## src/rtl/lock_pkg.sv

```systemverilog
// rtl/lock_pkg.sv - shared state, side and leg encodings for the airlock scheduler.
package lock_pkg;

  typedef enum logic [2:0] {
    ST_IDLE,
    ST_FILL,
    ST_DRAIN,
    ST_OPEN_OUT,
    ST_OPEN_IN
  } state_t;

  localparam logic SIDE_SEA   = 1'b0;
  localparam logic SIDE_DOCK  = 1'b1;

  localparam logic LEG_FIRST  = 1'b0;
  localparam logic LEG_SECOND = 1'b1;

endpackage

```

## src/rtl/lock_scheduler_if.sv

```systemverilog
// rtl/lock_scheduler_if.sv - request/pump/door bundle between operator panel and airlock scheduler.
interface lock_scheduler_if #(
  parameter int LEVEL_W = 4
);

  logic               req_sea;
  logic               req_dock;
  logic               passed;
  logic               grant_sea;
  logic               grant_dock;
  logic               fill;
  logic               drain;
  logic               outer_open;
  logic               inner_open;
  logic               busy;
  logic               timeout;
  logic [LEVEL_W-1:0] level;

  modport master (
    output req_sea, req_dock, passed,
    input  grant_sea, grant_dock, fill, drain, outer_open, inner_open, busy, timeout, level
  );

  modport slave (
    input  req_sea, req_dock, passed,
    output grant_sea, grant_dock, fill, drain, outer_open, inner_open, busy, timeout, level
  );

endinterface

```

## src/rtl/lock_rr_arbiter.sv

```systemverilog
// rtl/lock_rr_arbiter.sv - two-way round-robin between sea and dock requests.
module lock_rr_arbiter
  import lock_pkg::*;
(
  input  logic clock,
  input  logic reset,
  input  logic en,
  input  logic req_sea,
  input  logic req_dock,
  output logic grant_sea,
  output logic grant_dock
);

  logic last_q;

  // On contention the side that was not served last wins.
  always_comb begin
    grant_sea  = en && req_sea  && (!req_dock || (last_q == SIDE_DOCK));
    grant_dock = en && req_dock && (!req_sea  || (last_q == SIDE_SEA));
  end

  always_ff @(posedge clock or negedge reset) begin
    if (!reset) begin
      last_q <= SIDE_DOCK;
    end else if (grant_sea) begin
      last_q <= SIDE_SEA;
    end else if (grant_dock) begin
      last_q <= SIDE_DOCK;
    end
  end

endmodule

```

## src/rtl/lock_scheduler.sv

```systemverilog
// rtl/lock_scheduler.sv - airlock transit sequencer; LOCK_TIMEOUT_EN adds the door-open watchdog.
module lock_scheduler
  import lock_pkg::*;
#(
  parameter int LEVEL_W     = 4,
  parameter int LEVEL_MAX   = 15,
  parameter int STEP_CYC    = 4,
  parameter int TIMEOUT_CYC = 64
) (
  input  logic             clock,
  input  logic             reset,
  lock_scheduler_if.slave  bus
);

  localparam int                 STEP_W    = (STEP_CYC > 1) ? $clog2(STEP_CYC) : 1;
  localparam logic [LEVEL_W-1:0] LVL_TOP   = LEVEL_W'(LEVEL_MAX);
  localparam logic [STEP_W-1:0]  STEP_LAST = STEP_W'(STEP_CYC - 1);

  state_t              state_q, state_n;
  logic [LEVEL_W-1:0]  level_q, level_n;
  logic [STEP_W-1:0]   step_q, step_n;
  logic                leg_q, leg_n;
  logic                grant_sea_q, grant_sea_n;
  logic                grant_dock_q, grant_dock_n;
  logic                arb_en, arb_sea, arb_dock;

`ifdef LOCK_TIMEOUT_EN
  localparam int               WD_W    = (TIMEOUT_CYC > 1) ? $clog2(TIMEOUT_CYC) : 1;
  localparam logic [WD_W-1:0]  WD_LAST = WD_W'(TIMEOUT_CYC - 1);
  logic [WD_W-1:0] wd_q, wd_n;
  logic            timeout_q, timeout_n;
`else
  logic unused_timeout_cfg;
  assign unused_timeout_cfg = ^TIMEOUT_CYC;
`endif

  assign arb_en = (state_q == ST_IDLE);

  lock_rr_arbiter u_arb (
    .clock      (clock),
    .reset      (reset),
    .en         (arb_en),
    .req_sea    (bus.req_sea),
    .req_dock   (bus.req_dock),
    .grant_sea  (arb_sea),
    .grant_dock (arb_dock)
  );

  always_ff @(posedge clock or negedge reset) begin
    if (!reset) begin
      state_q      <= ST_IDLE;
      level_q      <= '0;
      step_q       <= '0;
      leg_q        <= LEG_FIRST;
      grant_sea_q  <= 1'b0;
      grant_dock_q <= 1'b0;
`ifdef LOCK_TIMEOUT_EN
      wd_q         <= '0;
      timeout_q    <= 1'b0;
`endif
    end else begin
      state_q      <= state_n;
      level_q      <= level_n;
      step_q       <= step_n;
      leg_q        <= leg_n;
      grant_sea_q  <= grant_sea_n;
      grant_dock_q <= grant_dock_n;
`ifdef LOCK_TIMEOUT_EN
      wd_q         <= wd_n;
      timeout_q    <= timeout_n;
`endif
    end
  end

  // Counters default to zero so every equalize/open state starts counting afresh.
  always_comb begin
    state_n      = state_q;
    level_n      = level_q;
    step_n       = '0;
    leg_n        = leg_q;
    grant_sea_n  = 1'b0;
    grant_dock_n = 1'b0;
`ifdef LOCK_TIMEOUT_EN
    wd_n         = '0;
    timeout_n    = 1'b0;
`endif
    case (state_q)
      ST_IDLE: begin
        leg_n = LEG_FIRST;
        if (arb_sea) begin
          grant_sea_n = 1'b1;
          state_n     = ST_FILL;
        end else if (arb_dock) begin
          grant_dock_n = 1'b1;
          state_n      = ST_DRAIN;
        end
      end
      ST_FILL: begin
        if (level_q == LVL_TOP) begin
          state_n = ST_OPEN_OUT;
        end else if (step_q == STEP_LAST) begin
          level_n = level_q + LEVEL_W'(1);
        end else begin
          step_n = step_q + STEP_W'(1);
        end
      end
      ST_DRAIN: begin
        if (level_q == '0) begin
          state_n = ST_OPEN_IN;
        end else if (step_q == STEP_LAST) begin
          level_n = level_q - LEVEL_W'(1);
        end else begin
          step_n = step_q + STEP_W'(1);
        end
      end
      ST_OPEN_OUT, ST_OPEN_IN: begin
        if (bus.passed) begin
          if (leg_q == LEG_SECOND) begin
            state_n = ST_IDLE;
          end else begin
            leg_n   = LEG_SECOND;
            state_n = (state_q == ST_OPEN_OUT) ? ST_DRAIN : ST_FILL;
          end
        end
`ifdef LOCK_TIMEOUT_EN
        else if (wd_q == WD_LAST) begin
          state_n   = ST_IDLE;
          timeout_n = 1'b1;
        end else begin
          wd_n = wd_q + WD_W'(1);
        end
`endif
      end
      default: state_n = ST_IDLE;
    endcase
  end

  assign bus.grant_sea  = grant_sea_q;
  assign bus.grant_dock = grant_dock_q;
  assign bus.fill       = (state_q == ST_FILL)  && (level_q != LVL_TOP);
  assign bus.drain      = (state_q == ST_DRAIN) && (level_q != '0);
  assign bus.outer_open = (state_q == ST_OPEN_OUT);
  assign bus.inner_open = (state_q == ST_OPEN_IN);
  assign bus.busy       = (state_q != ST_IDLE);
  assign bus.level      = level_q;
`ifdef LOCK_TIMEOUT_EN
  assign bus.timeout    = timeout_q;
`else
  assign bus.timeout    = 1'b0;
`endif

endmodule

```

## src/flat_wrapper.sv

```systemverilog
// flat-port wrapper written by rule: the top's interface ports become plain ports
module lock_scheduler_flat import lock_pkg::*;
#(
  parameter int LEVEL_W     = 4,
  parameter int LEVEL_MAX   = 15,
  parameter int STEP_CYC    = 4,
  parameter int TIMEOUT_CYC = 64
)
  (clock, reset, bus_req_sea, bus_req_dock, bus_passed, bus_grant_sea, bus_grant_dock, bus_fill, bus_drain, bus_outer_open, bus_inner_open, bus_busy, bus_timeout, bus_level);
  lock_scheduler_if #(.LEVEL_W(LEVEL_W)) bus_i ();
  input  logic clock;
  input  logic reset;
  input wire logic [$bits(bus_i.req_sea)-1:0] bus_req_sea;
  input wire logic [$bits(bus_i.req_dock)-1:0] bus_req_dock;
  input wire logic [$bits(bus_i.passed)-1:0] bus_passed;
  output wire logic [$bits(bus_i.grant_sea)-1:0] bus_grant_sea;
  output wire logic [$bits(bus_i.grant_dock)-1:0] bus_grant_dock;
  output wire logic [$bits(bus_i.fill)-1:0] bus_fill;
  output wire logic [$bits(bus_i.drain)-1:0] bus_drain;
  output wire logic [$bits(bus_i.outer_open)-1:0] bus_outer_open;
  output wire logic [$bits(bus_i.inner_open)-1:0] bus_inner_open;
  output wire logic [$bits(bus_i.busy)-1:0] bus_busy;
  output wire logic [$bits(bus_i.timeout)-1:0] bus_timeout;
  output wire logic [$bits(bus_i.level)-1:0] bus_level;
  assign bus_i.req_sea = bus_req_sea;
  assign bus_i.req_dock = bus_req_dock;
  assign bus_i.passed = bus_passed;
  assign bus_grant_sea = bus_i.grant_sea;
  assign bus_grant_dock = bus_i.grant_dock;
  assign bus_fill = bus_i.fill;
  assign bus_drain = bus_i.drain;
  assign bus_outer_open = bus_i.outer_open;
  assign bus_inner_open = bus_i.inner_open;
  assign bus_busy = bus_i.busy;
  assign bus_timeout = bus_i.timeout;
  assign bus_level = bus_i.level;
  lock_scheduler #(.LEVEL_W(LEVEL_W), .LEVEL_MAX(LEVEL_MAX), .STEP_CYC(STEP_CYC), .TIMEOUT_CYC(TIMEOUT_CYC)) u_core (.clock(clock), .reset(reset), .bus(bus_i));
endmodule
```

## config.mk

```make
export PLATFORM = sky130hd
export DESIGN_NAME = lock_scheduler_flat
export DESIGN_NICKNAME = d
export VERILOG_FILES = /design/src/rtl/lock_pkg.sv /design/src/rtl/lock_scheduler_if.sv /design/src/rtl/lock_rr_arbiter.sv /design/src/rtl/lock_scheduler.sv /design/src/flat_wrapper.sv
export SDC_FILE = /design/constraint.sdc
export NUM_CORES = 1
export LEC_CHECK = 0
export BUFFER_PORTS_ARGS = -buffer_cell sky130_fd_sc_hd__buf_4
export CORE_MARGIN = 10
export CORE_UTILIZATION = 45
export CTS_CLUSTER_SIZE = 14
export DETAILED_ROUTE_END_ITERATION = 6
export PLACE_DENSITY = 0.74
export SYNTH_ARGS = -nofsm -noshare
export SYNTH_HDL_FRONTEND = slang
export SYNTH_SLANG_ARGS = --single-unit
```

## constraint.sdc

```tcl
create_clock -name clock -period 6.5 [get_ports clock]
set_clock_uncertainty 0.2 [all_clocks]
set_input_delay 0.65 -clock clock [delete_from_list [all_inputs] [get_ports clock]]
set_output_delay 0.65 -clock clock [all_outputs]
set_load 0.05 [all_outputs]
```

==> impl_metrics.json, run 1 <==
{
  "synthSimpleGateAreaFrac_pct": 19.55,
  "min-delay-start": "u_core.step_q[0]$_DFF_PN0_",
  "whs_endpoint": "u_core.step_q[0]$_DFF_PN0_",
  "fin_crit_sh_pct": 38.23,
  "cp.arrival_ps": 1630,
  "cp-start-kind": "flip-flop",
  "initial_utilization_pct": 46.59,
  "grt_max_degree": 14,
  "post_cts_buffers": 0,
  "num_rows": 15,
  "fmax_mhz": 402.4,
  "dpl.hpwl_mm": 1.206,
  "synth-xor-area-share_pct": 4.452,
  "nets": 101,
  "die_h_um": 61.82,
  "io_buffers": 15,
  "syn_area_per_cell_um2": 10.36,
  "grt_pass1_vias": 550,
  "clockBufferDepth": 2,
  "hold_path_class": "flip-flop to flip-flop",
  "drtPass1Iterations": 4,
  "cap_violations": 0,
  "r2r_slack_ps": 4120,
  "p_per_area_nw_per_um2": 147.3,
  "setup_viol": 0,
  "drtAntennaViolNets": 0,
  "synth_edf_count": 0,
  "viasPerCell": 5.528,
  "mappedNetlistNets": 85,
  "htreeDepth": 1,
  "dieArea_um2": 3822,
  "overflow": 0,
  "synth_warnings": 0,
  "p_leak_nw": 0.4171,
  "layout-drive-gt1-share_pct": 29.67,
  "synthAdderAreaFrac_pct": 7.313,
  "die_x_um": 61.82,
  "crit_type": "flip-flop to output pin",
  "cp_slowest_cell": "dfrtp_1",
  "post_layout_nonfiller_instances": 108,
  "cp-end-kind": "output pin",
  "ir_drop_mv": 0.1265,
  "path_delay_family": "simple AND/OR/NAND/NOR gates",
  "synth_compound_area_share_pct": 18.44,
  "wl_mm": 1.550,
  "drc": 0,
  "r2r-start": "u_core.state_q[1]$_DFFE_PN0P_",
  "syn-cell-area_um2": 787.0,
  "status": "completed",
  "tritoncts": "built",
  "clk_latency_ps": 270,
  "maxSlewViolCount": 0,
  "fin_ws_ps": 4015,
  "synth_cell_types": 35,
  "vias": 597,
  "reg2reg_to": "u_core.bus.level[3]$_DFFE_PN0P_",
  "antenna_found_initial": 0,
  "reg2regPathDepth": 8,
  "crit_buf_inv": 1,
  "cts_made_buffers": 3,
  "async_flop_share_pct": 100.0,
  "clock_sinks": 13,
  "hold_viol": 0,
  "place_congestion": 0.7047,
  "synth_top_family_by_area": "simple AND/OR/NAND/NOR gates",
  "synth_ff_type": "dfrtp_1",
  "required_ps": 5650,
  "synth-seq-area-share_pct": 41.49,
  "diodes": 0,
  "grt_setup_unrepaired": "false",
  "grt_pass1_wl_mm": 2.477,
  "path_max_fanout": 11,
  "core_um2": 1689,
  "path_cells": "or3b_4, nor2_1, buf_4",
  "ys_ff_latch": 13,
  "wire_per_inst_um": 14.35,
  "grt_usage_pct": 8.678,
  "synth.area.mux_share_pct": 0,
  "min_period_ps": 2485,
  "clkTransAtPathRegs_ps": 70,
  "final.setup.tns_ps": 0,
  "slowest_delay_ps": 560,
  "postCtsHoldBufs": 1,
  "min_path_cells": 1,
  "ctsResizeCount": 0,
  "num_io_pins": 17,
  "drtIter0Drc": 12,
  "syn_to_final_growth_pct": 16.38,
  "dp_cells": 103,
  "pre_cts_ws_ps": 4130,
  "syn_inst": 76,
  "cts_root_buf": "clkbuf_4"
}
[layout make-up]
| cell class | instances | area (um2) |
|---|---|---|
| Clock buffer | 3 | 22.52 |
| Fill cell | 151 | 773.2 |
| Timing Repair Buffer | 16 | 122.6 |
| Sequential cell | 13 | 326.6 |
| Inverter | 6 | 22.52 |
| Tap cell | 17 | 21.27 |
| Multi-Input combinational cell | 52 | 395.4 |
| Clock inverter | 1 | 5.005 |
[stage by stage]
| stage | area [um2] | util [%] | total power [W] | hold WS (ps) |
|---|---|---|---|---|
| after floorplan | 787.0 | - | 0.00008485 | 154.4 |
| final | 915.9 | 54.22 | 0.0001349 | 237.5 |
| after CTS | 915.9 | 54.22 | 0.0001377 | 246.0 |
| after global routing | 915.9 | 54.22 | 0.0001413 | 267.8 |
| after detailed placement | 878.3 | 52.00 | 0.00008852 | 233.2 |
| after global placement | 878.3 | 52.00 | 0.00008856 | 222.6 |
[routing by layer]
layer / vias to the layer above / routed length, um / track usage [%]
met4: 0 / 16 / 1.911
met3: 2 / 94 / 4.675
met5: - / 0 / 0
met2: 15 / 801 / 14.64
met1: 287 / 637 / 9.360
li1: 293 / - / -
[cells by family after synthesis]
kind of cell	Yosys count
flip-flops	13
XOR/XNOR	4
other	1
AO/OA/AOI/OAI	19
AND/OR/NAND/NOR	24
buffers and inverters	11
adder cells (fa/ha/maj)	4
[report_power, final]
part	switching, W	total, W	internal, W
Clock	0.0000248	0.0000476	0.0000228
Sequential	0	0.0000808	0.0000808
Combinational	0.00000423	0.00000653	0.00000230
[worst max-delay path by stage]
stage,startpoint,to,slack (ps),depth (start not counted)
finish,u_core.state_q[1]$_DFFE_PN0P_,bus_drain,4010,3
global route,u_core.state_q[1]$_DFFE_PN0P_,bus_drain,3950,3
CTS,u_core.state_q[1]$_DFFE_PN0P_,bus_drain,4010,3
detailed placement,u_core.state_q[1]$_DFFE_PN0P_,u_core.bus.level[3]$_DFFE_PN0P_,4130,8
global placement,u_core.state_q[1]$_DFFE_PN0P_,u_core.bus.level[3]$_DFFE_PN0P_,4200,8
floorplan,u_core.bus.level[2]$_DFFE_PN0P_,bus_fill,3610,2
[registers in the layout, summed over array words and instances, names as in the netlist]
name and cells:
u_core.bus.level 4, u_core.state_q 3, u_core.step_q 2, u_core.bus.grant_dock 1
u_core.bus.grant_sea 1, u_core.leg_q 1, u_core.u_arb.last_q 1
[synthesized netlist by cell type, types with 2 or more instances]
cell / number / area share, %
dfrtp_1: 12 / 38
nor2_1: 8 / 3.8
o21ai_0: 7 / 4.5
inv_1: 6 / 2.9
nor3_1: 4 / 2.5
a21oi_1: 3 / 1.9
ha_1: 3 / 4.8
buf_4: 2 / 1.9
buf_6: 2 / 2.9
nand2_1: 2 / 0.95
xnor2_1: 2 / 2.2
xor2_1: 2 / 2.2
[layout by cell type (no fill, tap or decap), types with 2 or more instances in the layout]
cell,Yosys,layout
dfrtp_1,12,12
buf_4,2,15
nor2_1,8,8
ha_1,3,3
nand2_1,2,2
xnor2_1,2,2
nor3_1,4,4
clkbuf_4,0,3
xor2_1,2,2
inv_1,6,6
a21oi_1,3,3
o21ai_0,7,7
(Power assumes the default switching activity.)
==> run 2, diff against run 1 <==
==> constraint.sdc (replaced) <==
create_clock -name clock -period 2.5 [get_ports clock]
set_clock_uncertainty 0.2 [all_clocks]
set_input_delay 0.25 -clock clock [delete_from_list [all_inputs] [get_ports clock]]
set_output_delay 0.25 -clock clock [all_outputs]
set_load 0.05 [all_outputs]
==> run 2 against run 1 <==
Sequential power increased to 2.6 times the previous value. Sequential share of layout area decreased by 1.3 points. Total power increased to 2.7 times the previous value. Critical endpoint is now u_core.bus.level[3]$_DFFE_PN0P_. Largest power group unchanged.
==> impl_metrics.json, run 2 (same netlist as run 1, synthesis figures left out) <==
{
  "cap_violations": 0,
  "final_common_cell": "buf_4",
  "status": "completed",
  "hold_viol": 0,
  "grt_pass1_vias": 573,
  "ir_drop_mv": 0.2533,
  "place_congestion": 0.7254,
  "num_rows": 15,
  "overflow": 0,
  "p_per_area_nw_per_um2": 385.1,
  "dieArea_um2": 3822,
  "cp-end-kind": "flip-flop",
  "min_period_ps": 2274,
  "fmax_mhz": 439.8,
  "clockBufferDepth": 2,
  "largest_reg_flops": 4,
  "fin_crit_sh_pct": 90.95,
  "dpl.hpwl_mm": 1.232,
  "htreeDepth": 1,
  "final_cell_mix": "buf_4 (17), dfrtp_1 (12), nor2_1 (8)",
  "fin_total_pwr_w": 0.0003657,
  "initial_utilization_pct": 46.59,
  "regArea_um2": 326.6,
  "core_um2": 1689,
  "cts_made_buffers": 3,
  "final.setup.tns_ps": 0,
  "path_max_fanout": 9,
  "reg2regPathDepth": 8,
  "grt_max_degree": 14,
  "hold_path_class": "primary input to flip-flop",
  "drtAntennaViolNets": 0,
  "num-fill-cells": 152,
  "required_ps": 2470,
  "num_io_pins": 17,
  "clock_sinks": 13,
  "cp.arrival_ps": 2250,
  "clk_latency_ps": 290,
  "fin_ws_ps": 226.1,
  "die_x_um": 61.82,
  "grt_setup_unrepaired": "false",
  "viasPerCell": 5.500,
  "grt_usage_pct": 9.091,
  "p_leak_nw": 0.4336,
  "diodes": 0,
  "clkTransAtPathRegs_ps": 90,
  "min_path_cells": 3,
  "cp-start-kind": "flip-flop",
  "die_h_um": 61.82,
  "drc": 0,
  "syn_to_final_growth_pct": 20.67,
  "multi_input_area_um2": 395.4,
  "setup_viol": 0,
  "grt_pass1_wl_mm": 2.587,
  "maxSlewViolCount": 0,
  "wl_mm": 1.632,
  "cts_root_buf": "clkbuf_4",
  "antenna_found_initial": 0,
  "drtPass1Iterations": 6,
  "nets": 105,
  "vias": 616,
  "crit_type": "flip-flop to flip-flop",
  "layout-drive-gt1-share_pct": 29.47,
  "io_buffers": 15,
  "wire_per_inst_um": 14.57,
  "drtIter0Drc": 9,
  "pre_cts_ws_ps": 224.1,
  "tritoncts": "built",
  "post_cts_buffers": 0
}
-- run 2: cell count changes in the layout (fill, tap and decap cells not counted), sizes merged --
cell         change
buf              +2
clkbuf           +1
clkinv           -1
dlygate4sd3      +2
-- run 2: metal layers --
metal | global-route usage [%] | wire, um
met1 | 11.83 | 779
met2 | 13.18 | 772
met3 | 2.033 | 57
met4 | 5.732 | 21
met5 | 0 | 0
-- run 2: worst paths after layout --
path / startpoint / endpoint / slack, ps
worst max-delay path: u_core.state_q[0]$_DFFE_PN0P_ / u_core.bus.level[3]$_DFFE_PN0P_ / 230
worst min-delay path: bus_req_dock / u_core.bus.grant_dock$_DFF_PN0_ / 30
worst max register to register: u_core.state_q[0]$_DFFE_PN0P_ / u_core.bus.level[3]$_DFFE_PN0P_ / 230
worst min register to register: u_core.step_q[0]$_DFF_PN0_ / u_core.step_q[0]$_DFF_PN0_ / 240
max in group asynchronous: reset / u_core.u_arb.last_q$_DFFE_PN1P_ / 1720
min in group asynchronous: reset / u_core.state_q[2]$_DFFE_PN0P_ / 140
-- run 2: critical path, stage by stage, from the launching register on --
cell     delay [ps]
dfrtp_1         450
or3b_4          480
inv_1           120
ha_1            230
a21o_1          180
a21oi_1         170
xnor2_1         140
nor2_1           70
xor2_1          130
-- run 2: timing repair --
| item | 4_1_cts | 5_1_grt |
|---|---|---|
| hold buffers | 3 | 0 |
| gates resized for setup | 0 | 0 |
| hold endpoints to repair | 16 | 0 |
-- run 2: metrics by stage --
stage | instances | area [um2] | utilization (%) | hold slack (ps)
finish | 112 | 949.7 | 56.22 | 27.88
global route | 112 | 949.7 | 56.22 | 16.58
CTS | 112 | 949.7 | 56.22 | 20.22
detailed placement | 105 | 893.4 | 52.89 | -96.05
global placement | 105 | 893.4 | 52.89 | -96.64
floorplan | 76 | 787.0 | - | -245.6
-- run 2: final cells by class --
type	count	share of cell area (%)
Clock buffer	4	2.767
Inverter	6	2.372
Multi-Input combinational cell	52	41.63
Sequential cell	13	34.39
Tap cell	17	2.240
Timing Repair Buffer	20	16.60
-- run 2: report_power, final --
part	internal (W)	switching, W	leakage (nW)
combinational	0.00000801	0.0000116	0.260
sequential	0.000210	0	0.158
clock	0.0000620	0.0000740	0.0150
total	0.000280	0.0000856	0.434
